==> src/rtl/reg_cycle_arb.sv <==
// Bus-cycle arbiter: internal register acks, WD33C93 CPU accesses and
// WD33C93 DMA byte transfers share one strobe sequencer; all outputs registered.
module reg_cycle_arb #(
  parameter int STROBE_CYCLES = 4
) (
  input  logic CLK,
  input  logic RST,
  input  logic AS_,
  input  logic RW,
  input  logic REG_HIT,
  input  logic WDREGREQ,
  input  logic DREQ_,
  input  logic DMA_EN,
  input  logic DMADIR,
  output logic DSACK0_,
  output logic DSACK1_,
  output logic REG_LE,
  output logic SCSI_CS_,
  output logic IOR_,
  output logic IOW_,
  output logic DACK_,
  output logic DMA_XFER,
  output logic BUSY
);

  typedef enum logic [3:0] {
    IDLE,
    REG_ACK,
    WD_SETUP,
    WD_STROBE,
    WD_HOLD,
    CPU_ACK,
    DMA_SETUP,
    DMA_STROBE,
    DMA_HOLD
  } state_t;

  localparam logic [3:0] CNT_LOAD = 4'(STROBE_CYCLES - 1);

  state_t     state_q, state_d;
  logic       pri_dma_q, pri_dma_d;
  logic [3:0] cnt_q, cnt_d;
  logic       rw_q, rw_d;
  logic       dir_q, dir_d;

  logic dsack0_q, dsack0_d;
  logic dsack1_q, dsack1_d;
  logic reg_le_q, reg_le_d;
  logic cs_q, cs_d;
  logic ior_q, ior_d;
  logic iow_q, iow_d;
  logic dack_q, dack_d;
  logic xfer_q, xfer_d;
  logic busy_q, busy_d;

  logic cpu_reg, cpu_wd, dma_rq;
  logic strobe_rd;

  assign cpu_reg = !AS_ & REG_HIT;
  assign cpu_wd  = !AS_ & WDREGREQ & !REG_HIT;
  assign dma_rq  = !DREQ_ & DMA_EN;

  always_ff @(posedge CLK) begin
    if (RST) begin
      state_q   <= IDLE;
      pri_dma_q <= 1'b0;
      cnt_q     <= 4'd0;
      rw_q      <= 1'b0;
      dir_q     <= 1'b0;
      dsack0_q  <= 1'b1;
      dsack1_q  <= 1'b1;
      reg_le_q  <= 1'b0;
      cs_q      <= 1'b1;
      ior_q     <= 1'b1;
      iow_q     <= 1'b1;
      dack_q    <= 1'b1;
      xfer_q    <= 1'b0;
      busy_q    <= 1'b0;
    end else begin
      state_q   <= state_d;
      pri_dma_q <= pri_dma_d;
      cnt_q     <= cnt_d;
      rw_q      <= rw_d;
      dir_q     <= dir_d;
      dsack0_q  <= dsack0_d;
      dsack1_q  <= dsack1_d;
      reg_le_q  <= reg_le_d;
      cs_q      <= cs_d;
      ior_q     <= ior_d;
      iow_q     <= iow_d;
      dack_q    <= dack_d;
      xfer_q    <= xfer_d;
      busy_q    <= busy_d;
    end
  end

  // Outputs are decoded from the next state so they appear in the first
  // cycle of each state while still coming straight from flops.
  always_comb begin
    state_d   = state_q;
    pri_dma_d = pri_dma_q;
    cnt_d     = cnt_q;
    rw_d      = rw_q;
    dir_d     = dir_q;
    reg_le_d  = 1'b0;
    dsack0_d  = 1'b1;
    dsack1_d  = 1'b1;
    cs_d      = 1'b1;
    ior_d     = 1'b1;
    iow_d     = 1'b1;
    dack_d    = 1'b1;
    xfer_d    = 1'b0;
    busy_d    = 1'b0;
    strobe_rd = 1'b0;

    case (state_q)
      IDLE: begin
        if (cpu_reg) begin
          state_d  = REG_ACK;
          reg_le_d = !RW;
        end else if (cpu_wd && (!dma_rq || !pri_dma_q)) begin
          state_d   = WD_SETUP;
          rw_d      = RW;
          pri_dma_d = 1'b1;
        end else if (dma_rq) begin
          state_d   = DMA_SETUP;
          dir_d     = DMADIR;
          pri_dma_d = 1'b0;
        end
      end
      REG_ACK: if (AS_) state_d = IDLE;
      WD_SETUP: begin
        state_d = WD_STROBE;
        cnt_d   = CNT_LOAD;
      end
      WD_STROBE: begin
        if (cnt_q == 4'd0) state_d = WD_HOLD;
        else               cnt_d   = cnt_q - 4'd1;
      end
      // A CPU that already dropped AS_ gets no ack; the strobe still finished.
      WD_HOLD: state_d = AS_ ? IDLE : CPU_ACK;
      CPU_ACK: if (AS_) state_d = IDLE;
      DMA_SETUP: begin
        state_d = DMA_STROBE;
        cnt_d   = CNT_LOAD;
      end
      DMA_STROBE: begin
        if (cnt_q == 4'd0) state_d = DMA_HOLD;
        else               cnt_d   = cnt_q - 4'd1;
      end
      DMA_HOLD: state_d = IDLE;
      default:  state_d = IDLE;
    endcase

    busy_d = (state_d != IDLE);
    case (state_d)
      REG_ACK: begin
        dsack0_d = 1'b0;
        dsack1_d = 1'b0;
      end
      WD_SETUP, WD_HOLD: cs_d = 1'b0;
      WD_STROBE: begin
        cs_d      = 1'b0;
        strobe_rd = rw_d;
        ior_d     = !strobe_rd;
        iow_d     = strobe_rd;
      end
      CPU_ACK: dsack0_d = 1'b0;
      DMA_SETUP: dack_d = 1'b0;
      DMA_STROBE: begin
        dack_d    = 1'b0;
        strobe_rd = dir_d;
        ior_d     = !strobe_rd;
        iow_d     = strobe_rd;
      end
      DMA_HOLD: begin
        dack_d = 1'b0;
        xfer_d = 1'b1;
      end
      default: ;
    endcase
  end

  assign DSACK0_  = dsack0_q;
  assign DSACK1_  = dsack1_q;
  assign REG_LE   = reg_le_q;
  assign SCSI_CS_ = cs_q;
  assign IOR_     = ior_q;
  assign IOW_     = iow_q;
  assign DACK_    = dack_q;
  assign DMA_XFER = xfer_q;
  assign BUSY     = busy_q;

endmodule
==> config.mk <==
export PLATFORM = sky130hd
export DESIGN_NAME = reg_cycle_arb
export DESIGN_NICKNAME = d
export VERILOG_FILES = /design/src/rtl/reg_cycle_arb.sv
export SDC_FILE = /design/constraint.sdc
export NUM_CORES = 1
export LEC_CHECK = 0
export BUFFER_PORTS_ARGS = -buffer_cell sky130_fd_sc_hd__buf_2
export CORE_MARGIN = 2
export CORE_UTILIZATION = 52
export DETAILED_ROUTE_END_ITERATION = 7
export PLACE_DENSITY = 0.73
export SYNTH_ARGS = -nofsm -noshare
export SYNTH_HDL_FRONTEND = slang
export SYNTH_SLANG_ARGS = --single-unit
==> constraint.sdc <==
create_clock -name CLK -period 2.38 [get_ports CLK]
set_input_delay 0.476 -clock CLK [delete_from_list [all_inputs] [get_ports CLK]]
set_output_delay 0.476 -clock CLK [all_outputs]
set_load 0.02 [all_outputs]
==> Word level (Yosys, flattened, before mapping) <==
Cells that the tools add are included.
{ "word_totals": {"ff_bits": 20, "in_bits": 9, "output_inout_bits": 9, "word_cells": 87} }
{ "op_classes": {"addsub": 1, "eq_ne": 16, "mux": 26, "n_bitwise": 6, "n_reduce_logical": 24} }
{ "op_table": {"columns": ["op", "count"], "rows": [
  ["4-bit by 3-bit equality test with 1-bit output, second input constant", 8],
  ["4-bit two-way mux", 7],
  ["4-bit case mux with 7 select lines", 1],
  ["4-bit by 2-bit equality test with 1-bit output, second input constant", 4],
  ["1-bit two-way mux", 14],
  ["3-bit OR reduction", 3],
  ["4-bit by 1-bit equality test with 1-bit output, second input constant", 2],
  ["1-bit logical NOT", 8],
  ["4-bit logical NOT", 2],
  ["4-bit case mux with 2 select lines", 1],
  ["2-bit OR reduction", 4],
  ["1-bit AND", 4],
  ["4-bit equality test, second input constant", 1],
  ["1-bit case mux with 2 select lines", 2],
  ["2-bit nonzero test", 2],
  ["4-bit nonzero test", 1],
  ["4-bit by 1-bit subtractor with 4-bit output, second input constant", 1],
  ["3-bit two-way mux", 1],
  ["3-bit AND reduction", 1],
  ["2-bit != test, second input constant", 1],
  ["1-bit NOT", 2],
  ["2-bit AND reduction", 1],
  ["1-bit logical AND", 1],
  ["1-bit logical OR", 1]
]} }

==> Longest topological paths before layout <==
{ "depth": {"word_depth": 11, "mapped_depth": 7, "ltp_nobuf": 7} }

==> Worst setup path before layout <==
No wires, ideal clock.
{ "synth_timing": {"path_kind": "register -> register", "startpoint": "register state_q[2]", "endpoint": "register iow_q, in the netlist IOW_", "setup_ns": 0.117, "t_arrival_ns": 1.762, "required_time_ns": 2.263, "setup_slack_ns": 0.502, "path_stages_with_launch": 7, "n_path_buf": 1, "synth_period_minus_slack_ns": 1.878, "cell_sequence": "dfxtp_1 -> buf_6 -> or4_4 -> a2111oi_4 -> mux2i_1 -> mux2i_1 -> nand2b_1"} }
{ "synth_between": {"elab_chain_cells": 6, "word_cells_on_any_way": 21, "classes_between": "eq/ne (9); mux (10); reduce/logical (2)"} }
{ "synth_lines": {"columns": ["item", "line_no", "source"], "rows": [
  ["start: declaration", "40", "state_t state_q, state_d;"],
  ["start signal: assignment", "80", "state_q <= state_d;"],
  ["4-bit two-way mux", "125", "end else if (dma_rq) begin"],
  ["4-bit two-way mux", "121", "end else if (cpu_wd && (!dma_rq || !pri_dma_q)) begin"],
  ["4-bit two-way mux", "118", "if (cpu_reg) begin"],
  ["4-bit case mux with 7 select lines", "116", "case (state_q)"],
  ["4-bit by 3-bit equality test with 1-bit output / 4-bit by 2-bit equality test with 1-bit output (equally long branches)", "156", "case (state_d)"],
  ["1-bit case mux with 2 select lines *", "156", null],
  ["end signal: assignment", "90", "iow_q <= iow_d;"],
  ["end: declaration", "51", "logic iow_q, iow_d;"]
]} }
Every way passes the cells marked *; elsewhere a longest branch is shown, timed or not.
A chain may end at the register's enable or synchronous reset.

==> Final worst setup path <==
Same ends and word-level chain as after synthesis.

==> flow_summary_export.csv <==
group,metric,value,unit
routing,drt_iter0_drc,29,
critical_path,critPathKind,"register to register",
yosys,yosysSeqAreaShare,44.9,%
cells_and_area,drive_gt1_share,24.5,%
floorplanning,ios,18,
grt,grt_pass1_wl,2.79,mm
clock_network,clockRootBuffer,"clkbuf_4",
sta,skew,2.21,ps
yosys,synth.distinct_cells,37,
floorplanning,start_util,57.1,%
grt,grt_max_degree,17,
yosys,synth_fp_nets,102,
clock_network,clockBufferDepth,2,
critical_path,critical_path.max_fanout,9,
sta,fmax,512,MHz
sta,worstMarginPinSlew,487,ps
power_and_ir_drop,p_leak,0.397,nW
routing,ant_nets,0,
routing,vias_per_cell,5.60,
hold_path,hp-class,"primary input to register",
power_and_ir_drop,pwr-share-seq,49.3,%
cells_and_area,area_growth,12.9,%
critical_path,cp-end-kind,"register",
sta,slew_headroom,67.6,%
sta,rsz0062_at_grt,"no",
power_and_ir_drop,ir_worst_vdd,0.454,mV
power_and_ir_drop,sw_frac_of_total,31.4,%
placed_design,portBuffers,17,
routing,met2WireLength,781,um
yosys,ys_ff_latch,20,
critical_path,start_kind,"register",
grt,gr-total-overflow,0,
yosys,synth_area,891,um2
cells_and_area,n_antenna_cell,0,
clock_network,cts_hold_buf,0,
clock_network,clkTransAtPathRegs,110,ps
clock_network,cts.sinks,20,
sta,setup_ws,428,ps
sta,setup_viol,0,
clock_network,cts_setup_buffers,0,
job,maxCapViolations,0,
sta,hold_viol_final,0,
routing,drt_pre_antenna_iters,4,
yosys,synth_area_leaders,"dfxtp_1 (45%), nor2_1 (5.9%), mux2i_1 (3.4%), a2111oi_4 (3.1%), a211oi_1 (2.5%)",
grt,grt_pass1_vias,663,
power_and_ir_drop,clockPowerShare,23.8,%
routing,drcViolationCount,0,
yosys,synth_top_area_share,44.9,%
floorplanning,core_area,1560,um2
critical_path,required,2580,ps
critical_path,crit_arrival,2150,ps
power_and_ir_drop,p_int,553,uW
placed_design,gp_congestion,0.923,
power_and_ir_drop,p_per_area,802,nW/um2
floorplanning,die_w,45.4,um
clock_network,insertion_delay,290,ps
power_and_ir_drop,comb_power_share,26.9,%
routing,wl_per_cell,13.0,um
sta,drv_slew,0,
outcome,status,"finished, final reports clean",
power_and_ir_drop,p_sw,253,uW
clock_network,cts_resized,0,
floorplanning,fp-row-count,14,
placed_design,dp_hpwl,1.25,mm
routing,routed_wirelength,1.63,mm
clock_network,cts_max_level,1,
yosys,synthCells,92,
placed_design,place_worst_setup_slack,407,ps
routing,vias,705,
yosys,synth.avg_cell_area,9.68,um2
clock_network,cts_tree,"yes",
sta,period_minus_slack,1950,ps
yosys,yosys.area.top_type,"dfxtp_1",
routing,m1WireLength,761,um
sta,finalCritPeriodShare,82.0,%
clock_network,cts-buffers-inserted,3,
yosys,synth_warnings,0,
grt,antenna_found_initial,0,
sta,setup_tns,0,ps
grt,grt_use_total,19.0,%
floorplanning,dieHeight,45.4,um
cells_and_area,final_nets,121,
floorplanning,die_area,2060,um2
routing,top_layer_used,"met4",
routing,wl_met3,77,um
## cell type report
class                           instances  area [um2]
Multi-Input combinational cell         65         449
Tap cell                               16        20.0
Inverter                                4        15.0
Fill cell                             134         553
Timing Repair Buffer                   17        85.1
Clock buffer                            4        36.3
Sequential cell                        20         400
## final timing paths
path | start | to | slack [ps] | cells after the start
hold reg to reg | cnt_q[0] | cnt_q[0] | 500 | 1
hold / removal | DMADIR | dir_q | 470 | 3
setup reg to reg | state_q[2] | IOW_ | 430 | 5
setup / recovery | state_q[2] | IOW_ | 430 | 5
## cell usage in the layout, fill, tap and decap left out, types with 2 or more instances in the layout
cell	synthesis	layout
nor4_1	2	2
mux2i_1	3	3
buf_2	0	17
nor2b_1	3	3
nor3_1	2	2
inv_1	4	4
o21ai_0	2	2
nor2_1	14	14
dfxtp_1	20	20
a211oi_1	3	3
nand2_1	6	6
nand2b_1	3	3
a21oi_1	3	3
clkbuf_4	0	3
o21bai_1	2	2
## Yosys cell counts
master,n
a2111oi_4,1
a211oi_1,3
a21o_1,1
a21oi_1,3
a21oi_2,1
a221oi_1,1
a2bb2oi_2,1
a311oi_1,1
a31oi_1,1
a41oi_1,1
and3_1,1
buf_6,2
clkbuf_1,1
dfxtp_1,20
ha_1,1
inv_1,4
mux2i_1,3
nand2_1,6
nand2b_1,3
nand2b_4,1
nand3_1,1
nand4bb_1,1
nor2_1,14
nor2b_1,3
nor3_1,2
nor3b_1,1
nor4_1,2
nor4b_2,1
o21ai_0,2
o21ai_1,1
o21bai_1,2
o2bb2ai_1,1
o31ai_1,1
or3b_1,1
or4_4,1
xnor2_1,1
xor2_1,1
## critical path, cell delays in order (launching register included)
cell and delay, ps:
dfxtp_1 400, or4_4 580, a2111oi_4 340, mux2i_1 270, mux2i_1 110, nand2b_1 150
## cell families after synthesis
kind of cell / share of synthesized area (%)
flip-flops: 44.9
XOR/XNOR: 1.97
AO/OA/AOI/OAI: 19.7
multiplexers: 3.37
AND/OR/NAND/NOR: 24.0
adder cells (fa/ha/maj): 1.40
buffers and inverters: 4.63
## per-stage QoR
step / hold WS (ps) / std cells / total power [mW] / utilization [%] / instance area (um2)
after floorplan: 455 / 92 / 0.576 / - / 891
after global placement: 476 / 122 / 0.616 / 62.2 / 970
after detailed placement: 487 / 122 / 0.622 / 62.2 / 970
after CTS: 459 / 126 / 0.816 / 64.5 / 1010
after global routing: 460 / 126 / 0.860 / 64.5 / 1010
final: 465 / 126 / 0.807 / 64.5 / 1010
## per-layer routing
metal | up-vias | global-route usage, %
li1 | 365 | -
met1 | 316 | 25.7
met2 | 22 | 29.3
met3 | 2 | 3.57
met4 | 0 | 8.82
met5 | - | 0
## power groups by stage
stage / clock (mW) / sequential (mW) / combinational [mW]
after floorplan: 0 / 0.414 / 0.162
after global placement: 0 / 0.405 / 0.212
after detailed placement: 0 / 0.405 / 0.217
after CTS: 0.201 / 0.398 / 0.217
after global routing: 0.215 / 0.404 / 0.241
final: 0.192 / 0.397 / 0.217
## flip-flops by register name (all words and copies together) (netlist names)
register / cells
cnt_q: 4
SCSI_CS_: 1
DSACK1_: 1
IOR_: 1
pri_dma_q: 1
rw_q: 1
REG_LE: 1
DSACK0_: 1
DMA_XFER: 1
DACK_: 1
IOW_: 1
BUSY: 1
state_q: 4
dir_q: 1
(Power assumes the default switching activity.)
